## src/rtl/snow_v_lfsr_pkg.sv

```systemverilog
// Shared types and GF(2^16) constants for the SNOW-V LFSR pair.
package snow_v_lfsr_pkg;

    typedef enum logic [1:0] {
        IDLE = 2'd0,
        INIT = 2'd1,
        RUN  = 2'd2
    } state_t;

    localparam int unsigned WORD_W = 16;

    localparam logic [15:0] MUL_A_POLY = 16'h990F;
    localparam logic [15:0] INV_A_POLY = 16'hCC87;
    localparam logic [15:0] MUL_B_POLY = 16'hC963;
    localparam logic [15:0] INV_B_POLY = 16'hE4B1;

    // Multiply by x, reducing by the field polynomial when the top bit falls out.
    function automatic logic [15:0] gf_mul(input logic [15:0] v, input logic [15:0] poly);
        return {v[14:0], 1'b0} ^ (v[15] ? poly : 16'h0000);
    endfunction

    function automatic logic [15:0] gf_inv(input logic [15:0] v, input logic [15:0] poly);
        return {1'b0, v[15:1]} ^ (v[0] ? poly : 16'h0000);
    endfunction

endpackage

```

## src/rtl/snow_v_lfsr_step.sv

```systemverilog
// One 8-word parallel step of both LFSRs; word i of a bus lives at [16i+15:16i].
module snow_v_lfsr_step
    import snow_v_lfsr_pkg::*;
(
    input  logic [255:0] a,
    input  logic [255:0] b,
    output logic [255:0] a_next,
    output logic [255:0] b_next
);

    always_comb begin
        // Upper halves shift down; the eight new words fill the top.
        a_next = {128'b0, a[255:128]};
        b_next = {128'b0, b[255:128]};
        for (int unsigned j = 0; j < 8; j++) begin
            a_next[128 + WORD_W*j +: WORD_W] = b[WORD_W*j +: WORD_W]
                ^ gf_mul(a[WORD_W*j +: WORD_W], MUL_A_POLY)
                ^ a[WORD_W*(j+1) +: WORD_W]
                ^ gf_inv(a[WORD_W*(j+8) +: WORD_W], INV_A_POLY);
            b_next[128 + WORD_W*j +: WORD_W] = a[WORD_W*j +: WORD_W]
                ^ gf_mul(b[WORD_W*j +: WORD_W], MUL_B_POLY)
                ^ b[WORD_W*(j+3) +: WORD_W]
                ^ gf_inv(b[WORD_W*(j+8) +: WORD_W], INV_B_POLY);
        end
    end

endmodule

```

## src/rtl/snow_v_lfsr.sv

```systemverilog
// SNOW-V LFSR-A/LFSR-B register pair with IDLE/INIT/RUN sequencing and FSM feedback hooks.
module snow_v_lfsr #(
    parameter int INIT_ROUNDS = 16
) (
    input  logic         clk,
    input  logic         rst,
    input  logic         start,
    input  logic [255:0] key,
    input  logic [127:0] iv,
    input  logic [127:0] z_in,
    input  logic         ks_en,
    output logic [127:0] t1,
    output logic [127:0] t2,
    output logic         busy,
    output logic         ks_valid,
    output logic [1:0]   r1_mix,
    output logic         init_done
);
    import snow_v_lfsr_pkg::*;

    localparam int CNT_W = (INIT_ROUNDS > 1) ? $clog2(INIT_ROUNDS) : 1;
    localparam logic [CNT_W-1:0] CNT_LAST   = CNT_W'(INIT_ROUNDS - 1);
    localparam logic [CNT_W-1:0] CNT_PENULT = CNT_W'(INIT_ROUNDS - 2);

    state_t             state, state_nx;
    logic [CNT_W-1:0]   cnt, cnt_nx;
    logic [255:0]       a_q, b_q, a_nx, b_nx, a_step, b_step;
    logic               done_q, done_nx;

    snow_v_lfsr_step u_step (
        .a      (a_q),
        .b      (b_q),
        .a_next (a_step),
        .b_next (b_step)
    );

    always_comb begin
        state_nx = state;
        cnt_nx   = cnt;
        a_nx     = a_q;
        b_nx     = b_q;
        done_nx  = 1'b0;
        if (start) begin
            a_nx     = {key[127:0], iv};
            b_nx     = {key[255:128], 128'b0};
            cnt_nx   = '0;
            state_nx = INIT;
        end else begin
            case (state)
                INIT: begin
                    a_nx = a_step ^ {z_in, 128'b0};
                    b_nx = b_step;
                    if (cnt == CNT_LAST) begin
                        state_nx = RUN;
                        cnt_nx   = '0;
                        done_nx  = 1'b1;
                    end else begin
                        cnt_nx = cnt + CNT_W'(1);
                    end
                end
                RUN: begin
                    if (ks_en) begin
                        a_nx = a_step;
                        b_nx = b_step;
                    end
                end
                default: ;
            endcase
        end
    end

    always_ff @(posedge clk or posedge rst) begin
        if (rst) begin
            state  <= IDLE;
            cnt    <= '0;
            a_q    <= '0;
            b_q    <= '0;
            done_q <= 1'b0;
        end else begin
            state  <= state_nx;
            cnt    <= cnt_nx;
            a_q    <= a_nx;
            b_q    <= b_nx;
            done_q <= done_nx;
        end
    end

    assign t1        = b_q[255:128];
    assign t2        = a_q[127:0];
    assign busy      = (state == INIT);
    assign ks_valid  = (state == RUN);
    assign init_done = done_q;

    always_comb begin
        r1_mix = 2'b00;
        if (state == INIT && cnt == CNT_PENULT)
            r1_mix = 2'b01;
        else if (state == INIT && cnt == CNT_LAST)
            r1_mix = 2'b10;
    end

endmodule

```

## config.mk

```make
export PLATFORM = sky130hd
export DESIGN_NAME = snow_v_lfsr
export DESIGN_NICKNAME = d
export VERILOG_FILES = /design/src/rtl/snow_v_lfsr_pkg.sv /design/src/rtl/snow_v_lfsr_step.sv /design/src/rtl/snow_v_lfsr.sv
export SDC_FILE = /design/constraint.sdc
export NUM_CORES = 2
export LEC_CHECK = 0
export CAP_MARGIN = 5
export CORE_AREA = 10 10 294 296
export CTS_CLUSTER_DIAMETER = 100
export DETAILED_ROUTE_END_ITERATION = 8
export DIE_AREA = 0 0 304 306
export PLACE_DENSITY = 0.85
export SYNTH_ARGS = -nofsm -noshare
export SYNTH_HDL_FRONTEND = slang
export SYNTH_SLANG_ARGS = --single-unit
```

## constraint.sdc

```tcl
create_clock -name clk -period 19.1 [get_ports clk]
set_input_delay 3.82 -clock clk [delete_from_list [all_inputs] [get_ports clk]]
set_output_delay 3.82 -clock clk [all_outputs]
set_load 0.01 [all_outputs]
```

* Yosys cells after proc, flatten, opt, wreduce, memory -nomap -nowiden
Cells that the tools add are included. W data, S select, Z words.
Storage, ports and cells: register bits 519, input port bits 516, output and inout bits 261
Cells by class: add/sub/neg operators 1, eq/ne operators 5, muxes and demuxes 49, bitwise operators 81, reductions and logical operators 7
Operator list (number):
- $mux W256 | 4
- $pmux W256 S2 | 2
- $xor A16 B16 Y16 | 64
- $mux W16 | 32
- $xor A15 B16 Y16 | 16
- $xor A256 B256 Y256 | 1
- $mux W4 | 3
- $mux W2 | 5
- $eq A4 B4 Y1 const B | 2
- $add A4 B1 Y4 const B | 1
- $reduce_and A2 Y1 | 2
- $reduce_bool A2 Y1 | 2
- $mux W1 | 3
- $ne A3 B3 Y1 const B | 1
- $reduce_bool A3 Y1 | 1
- $eq A2 B1 Y1 const B | 1
- $eq A2 B2 Y1 const B | 1
- $logic_and A1 B1 Y1 | 2

* Longest topological paths before layout
depth in word-level cells 8, depth in mapped cells 8

* Modules after synthesis
A second synthesis with hierarchy kept.
Second synthesis, totals: cell total of the unflattened synthesis 3692, area total of the unflattened synthesis 36897.9 um^2
By module, submodules not included:
- snow_v_lfsr | instances 1, cells an instance 2659, area each 25446.9 um^2
- snow_v_lfsr_step | instances 1, cells an instance 1033, area each 11451.0 um^2

* Worst setup path after synthesis
No wires, ideal clock.
kind input to register, start point in start, end point reg a_q[228], library setup time 0.142 ns, arrival 4.821 ns, setup slack 14.137 ns, cell stages on the path 5, path buffers 4, cell sequence buf_2 buf_2 clkbuf_1 clkbuf_1 o221ai_1
Between the ends: cells in the longest elaborated chain, start to end 2, elaborated cells between the ends (all ways) 4, those cells by class eq/ne: 1; mux: 1; reduce/logical: 2
RTL lines:
- start: declaration | line snow_v_lfsr.sv:7 | input logic start,
- $ne A3 B3 Y1 (no source line) / $reduce_bool A3 Y1 (equally long branches)
- $reduce_and A2 Y1 (no source line)
- end signal: assignment | line snow_v_lfsr.sv:82 | a_q <= a_nx;
- end: declaration | line snow_v_lfsr.sv:27 | logic [255:0] a_q, b_q, a_nx, b_nx, a_step, b_step;
Several ways; a longest one is shown, not always the timed one. A chain may end at the register's enable or synchronous reset.

* Worst setup path in the final report
start point in ks_en, end point reg a_q[19]
Between the ends: cells in the longest elaborated chain, start to end 2
RTL lines:
- start: declaration | line snow_v_lfsr.sv:11 | input logic ks_en,
- $ne A3 B3 Y1 (no source line)
- $reduce_and A2 Y1 (no source line)
No other way between the ends.

==> impl_metrics.sql <==
INSERT INTO impl_metrics (metric_group, metric, value, unit) VALUES
('worst_setup_path', 'critical_path.most_common_cell', 'sky130_fd_sc_hd__buf_4', ''),
('synthesis', 'yosysWarningCount', '0', ''),
('hold_path', 'worst_hold_path.num_cells', '1', ''),
('timing', 'slew_headroom', '25.7', '%'),
('synthesis', 'synth.lib_cells_used.distinct', '40', ''),
('synthesis', 'seq_total_area_yosys', '36.7', '%'),
('place', 'place_ws', '11230', 'ps'),
('worst_setup_path', 'critPathRequiredTime', '19550', 'ps'),
('floorplanning', 'placementRows', '104', ''),
('place', 'placement.io_buffers', '776', ''),
('worst_setup_path', 'critPathSlowestCell', 'sky130_fd_sc_hd__buf_4', ''),
('route', 'antenna_left', '0', ''),
('floorplanning', 'design.portCount', '777', ''),
('route', 'postRouteWirelength', '162000', 'um'),
('synthesis', 'synth_area_leader_cell', 'sky130_fd_sc_hd__dfrtp_1', ''),
('timing', 'final_critical_path_setup_slack', '11730', 'ps'),
('hold_path', 'path_class_of_the_lowest_slack_min_delay_path', 'flop to flop', ''),
('pwr', 'cellPowerDensity', '182', 'nW/um^2'),
('clocking', 'clock_tree.buffer_depth', '3', ''),
('cells_and_area', 'layout.cells.most_common_list', '811 x sky130_fd_sc_hd__xnor2_1, 775 x sky130_fd_sc_hd__clkdlybuf4s50_1, 611 x sky130_fd_sc_hd__nand2_1', ''),
('status', 'status', 'finished clean', ''),
('timing', 'layout_worst_path_cycle_share', '38.6', '%'),
('worst_setup_path', 'critical_path.cell_chain', 'clkdlybuf4s50_1 > a21oi_4 > buf_4 > buf_4 > buf_4 > buf_4 > mux2i_1 > o21ai_1', ''),
('route', 'viasPerCell', '5.79', ''),
('cells_and_area', 'mostFrequentLayoutCell', 'sky130_fd_sc_hd__xnor2_1', ''),
('route', 'drt_iter0_markers', '3630', ''),
('floorplanning', 'die-area', '93000', 'sq um'),
('synthesis', 'ys.flop_type', 'sky130_fd_sc_hd__dfrtp_1', ''),
('pwr', 'power_switching', '3300', 'uW'),
('timing', 'achievable-frequency', '136', 'MHz'),
('clocking', 'worst_skew_pair.late_latency', '610', 'ps'),
('worst_setup_path', 'timing.critical_path.fanout_max', '69', ''),
('flow_run', 'max_cap_viol_count', '0', ''),
('clocking', 'root_buffer', 'sky130_fd_sc_hd__clkbuf_16', ''),
('clocking', 'clock-sinks', '519', ''),
('timing', 'skew', '22.1', 'ps'),
('worst_setup_path', 'critical_path_class', 'input port to flop', ''),
('global_routing', 'wire_length_of_the_first_global_routing_pass', '224000', 'um'),
('route', 'num_vias', '29800', ''),
('synthesis', 'synth_area', '35300', 'sq um'),
('clocking', 'cts_tree', 'built', ''),
('worst_setup_path', 'cp_num_cells', '8', ''),
('synthesis', 'synth-seq-cells', '519', ''),
('clocking', 'cts_max_level', '3', ''),
('worst_setup_path', 'cpPeakStageDelay', '850', 'ps'),
('pwr', 'p_int', '4680', 'uW'),
('pwr', 'comb_power_share', '52.2', '%'),
('timing', 'fin_setup_tns', '0', 'ps'),
('clocking', 'cts.reportedPaths.clkPinSlew', '60', 'ps'),
('pwr', 'peakVddDrop', '93.5', 'uV'),
('clocking', 'postcts_setup_bufs', '0', ''),
('place', 'gpl.final_weighted_congestion', '0.934', ''),
('cells_and_area', 'syn_to_final_growth', '24.3', '%'),
('worst_setup_path', 'critical-path-top-delay-family', 'buffers and inverters', ''),
('pwr', 'clock_power_share', '15.9', '%'),
('floorplanning', 'coreArea', '80300', 'sq um'),
('timing', 'final-max-slew-violation-count', '0', ''),
('worst_setup_path', 'timing.critical_path.from_type', 'input port', ''),
('global_routing', 'antenna_violations_before_repair', '47', ''),
('worst_setup_path', 'worstSetupEndpointType', 'flop', ''),
('pwr', 'pwr-share-seq', '31.8', '%'),
('cells_and_area', 'drive_gt1_share', '4.90', '%'),
('route', 'number_of_search_and_repair_iterations_in_the_first_detailed_routing_pass', '5', ''),
('clocking', 'tritoncts.num_buffers', '66', ''),
('timing', 'tightest_slew', '1110', 'ps'),
('worst_setup_path', 'arrival', '7820', 'ps'),
('worst_setup_path', 'ff2ff_path_depth', '7', ''),
('place', 'detailedPlacementHpwl', '124000', 'um'),
('pwr', 'p_sw_share', '41.3', '%'),
('timing', 'grt_setup_unrepaired', 'false', ''),
('global_routing', 'grt_util_all_layers', '33.2', '%');
-- per-stage QoR --
stage | instance area, sq um | total power (uW) | hold WS (ps) | utilization (%) | cells
finish | 43900 | 7980 | 508 | 54.7 | 5148
global route | 43900 | 8320 | 543 | 54.7 | 5143
CTS | 43900 | 7960 | 505 | 54.6 | 5121
detailed placement | 41700 | 6660 | 489 | 52.0 | 5004
global placement | 41700 | 6550 | 475 | 52.0 | 5004
floorplan | 35300 | 5250 | 455 | - | 3615
-- layout make-up --
class / instances / area (sq um)
diodes: 27 / 67.6
clock buffers: 99 / 1930
clock inverters: 18 / 214
fillers: 6979 / 36400
inverters: 84 / 323
multi-input cells: 2513 / 18900
flip-flops and latches: 519 / 13000
well taps: 1060 / 1330
repair buffers: 828 / 8210
-- logic make-up after synthesis --
group	count (synthesis)	synth area share [%]
compound gates	517	9.94
xor+xnor	979	27.9
fa+ha+maj	2	0.0708
buf+inv	583	9.95
flops	519	36.7
mux	160	4.53
simple gates	855	10.8
-- worst reg2reg max path: stages (launching register included) --
cell	delay (ps)
sky130_fd_sc_hd__dfrtp_1	430
sky130_fd_sc_hd__nor2b_2	540
sky130_fd_sc_hd__a21o_4	440
sky130_fd_sc_hd__buf_4	690
sky130_fd_sc_hd__buf_4	840
sky130_fd_sc_hd__buf_4	890
sky130_fd_sc_hd__nor3b_1	150
sky130_fd_sc_hd__a221o_1	300
-- cell usage after synthesis, types with 2 or more instances --
master,instances
sky130_fd_sc_hd__nor3b_1,89
sky130_fd_sc_hd__nand3_1,8
sky130_fd_sc_hd__a221oi_1,80
sky130_fd_sc_hd__nand2b_1,2
sky130_fd_sc_hd__a21oi_1,129
sky130_fd_sc_hd__buf_2,98
sky130_fd_sc_hd__mux2i_1,160
sky130_fd_sc_hd__a221o_1,89
sky130_fd_sc_hd__o211ai_1,7
sky130_fd_sc_hd__xnor3_1,77
sky130_fd_sc_hd__xor2_1,70
sky130_fd_sc_hd__inv_1,83
sky130_fd_sc_hd__nand3b_1,7
sky130_fd_sc_hd__clkbuf_1,101
sky130_fd_sc_hd__buf_6,25
sky130_fd_sc_hd__dfrtp_1,519
sky130_fd_sc_hd__nor2_1,5
sky130_fd_sc_hd__nand2_2,30
sky130_fd_sc_hd__buf_1,4
sky130_fd_sc_hd__ha_1,2
sky130_fd_sc_hd__or4_1,8
sky130_fd_sc_hd__xor2_2,8
sky130_fd_sc_hd__o21ai_1,115
sky130_fd_sc_hd__nand2_1,611
sky130_fd_sc_hd__nor2b_1,8
sky130_fd_sc_hd__nand4_1,2
sky130_fd_sc_hd__o21ai_0,53
sky130_fd_sc_hd__buf_4,271
sky130_fd_sc_hd__a21o_1,2
sky130_fd_sc_hd__nor3_1,82
sky130_fd_sc_hd__o221ai_1,40
sky130_fd_sc_hd__xor3_1,11
sky130_fd_sc_hd__xnor2_1,811
sky130_fd_sc_hd__xnor2_2,2
-- layer usage --
metal	up-vias	track usage (%)	wire length, um
met2	1866	52.4	74400
met5	-	0	203
met4	34	19.5	10100
met1	14800	39.5	59400
met3	479	10.3	17400
li1	12700	-	-
-- state kept, by name, indices dropped and copies added, names as in the netlist --
name       cells
a_q          256
cnt            4
init_done      1
state          2
b_q          256
-- final timing paths --
kind | from | slack, ps | to
hold / removal | state[0] | 510 | state[0]
max in group asynchronous | rst | 13010 | a_q[56]
hold reg to reg | state[0] | 510 | state[0]
min in group asynchronous | rst | 3780 | a_q[148]
setup reg to reg | state[1] | 14710 | b_q[246]
setup / recovery | ks_en | 11730 | a_q[19]
-- power by group through the flow --
| stage | Clock [uW] | Combinational (uW) | Sequential (uW) |
|---|---|---|---|
| finish | 1270 | 4170 | 2540 |
| global route | 1320 | 4430 | 2560 |
| CTS | 1280 | 4160 | 2520 |
| detailed placement | 0 | 4120 | 2540 |
| global placement | 0 | 4030 | 2520 |
| floorplan | 0 | 3290 | 1960 |
Power figures use the tool's default switching activity.
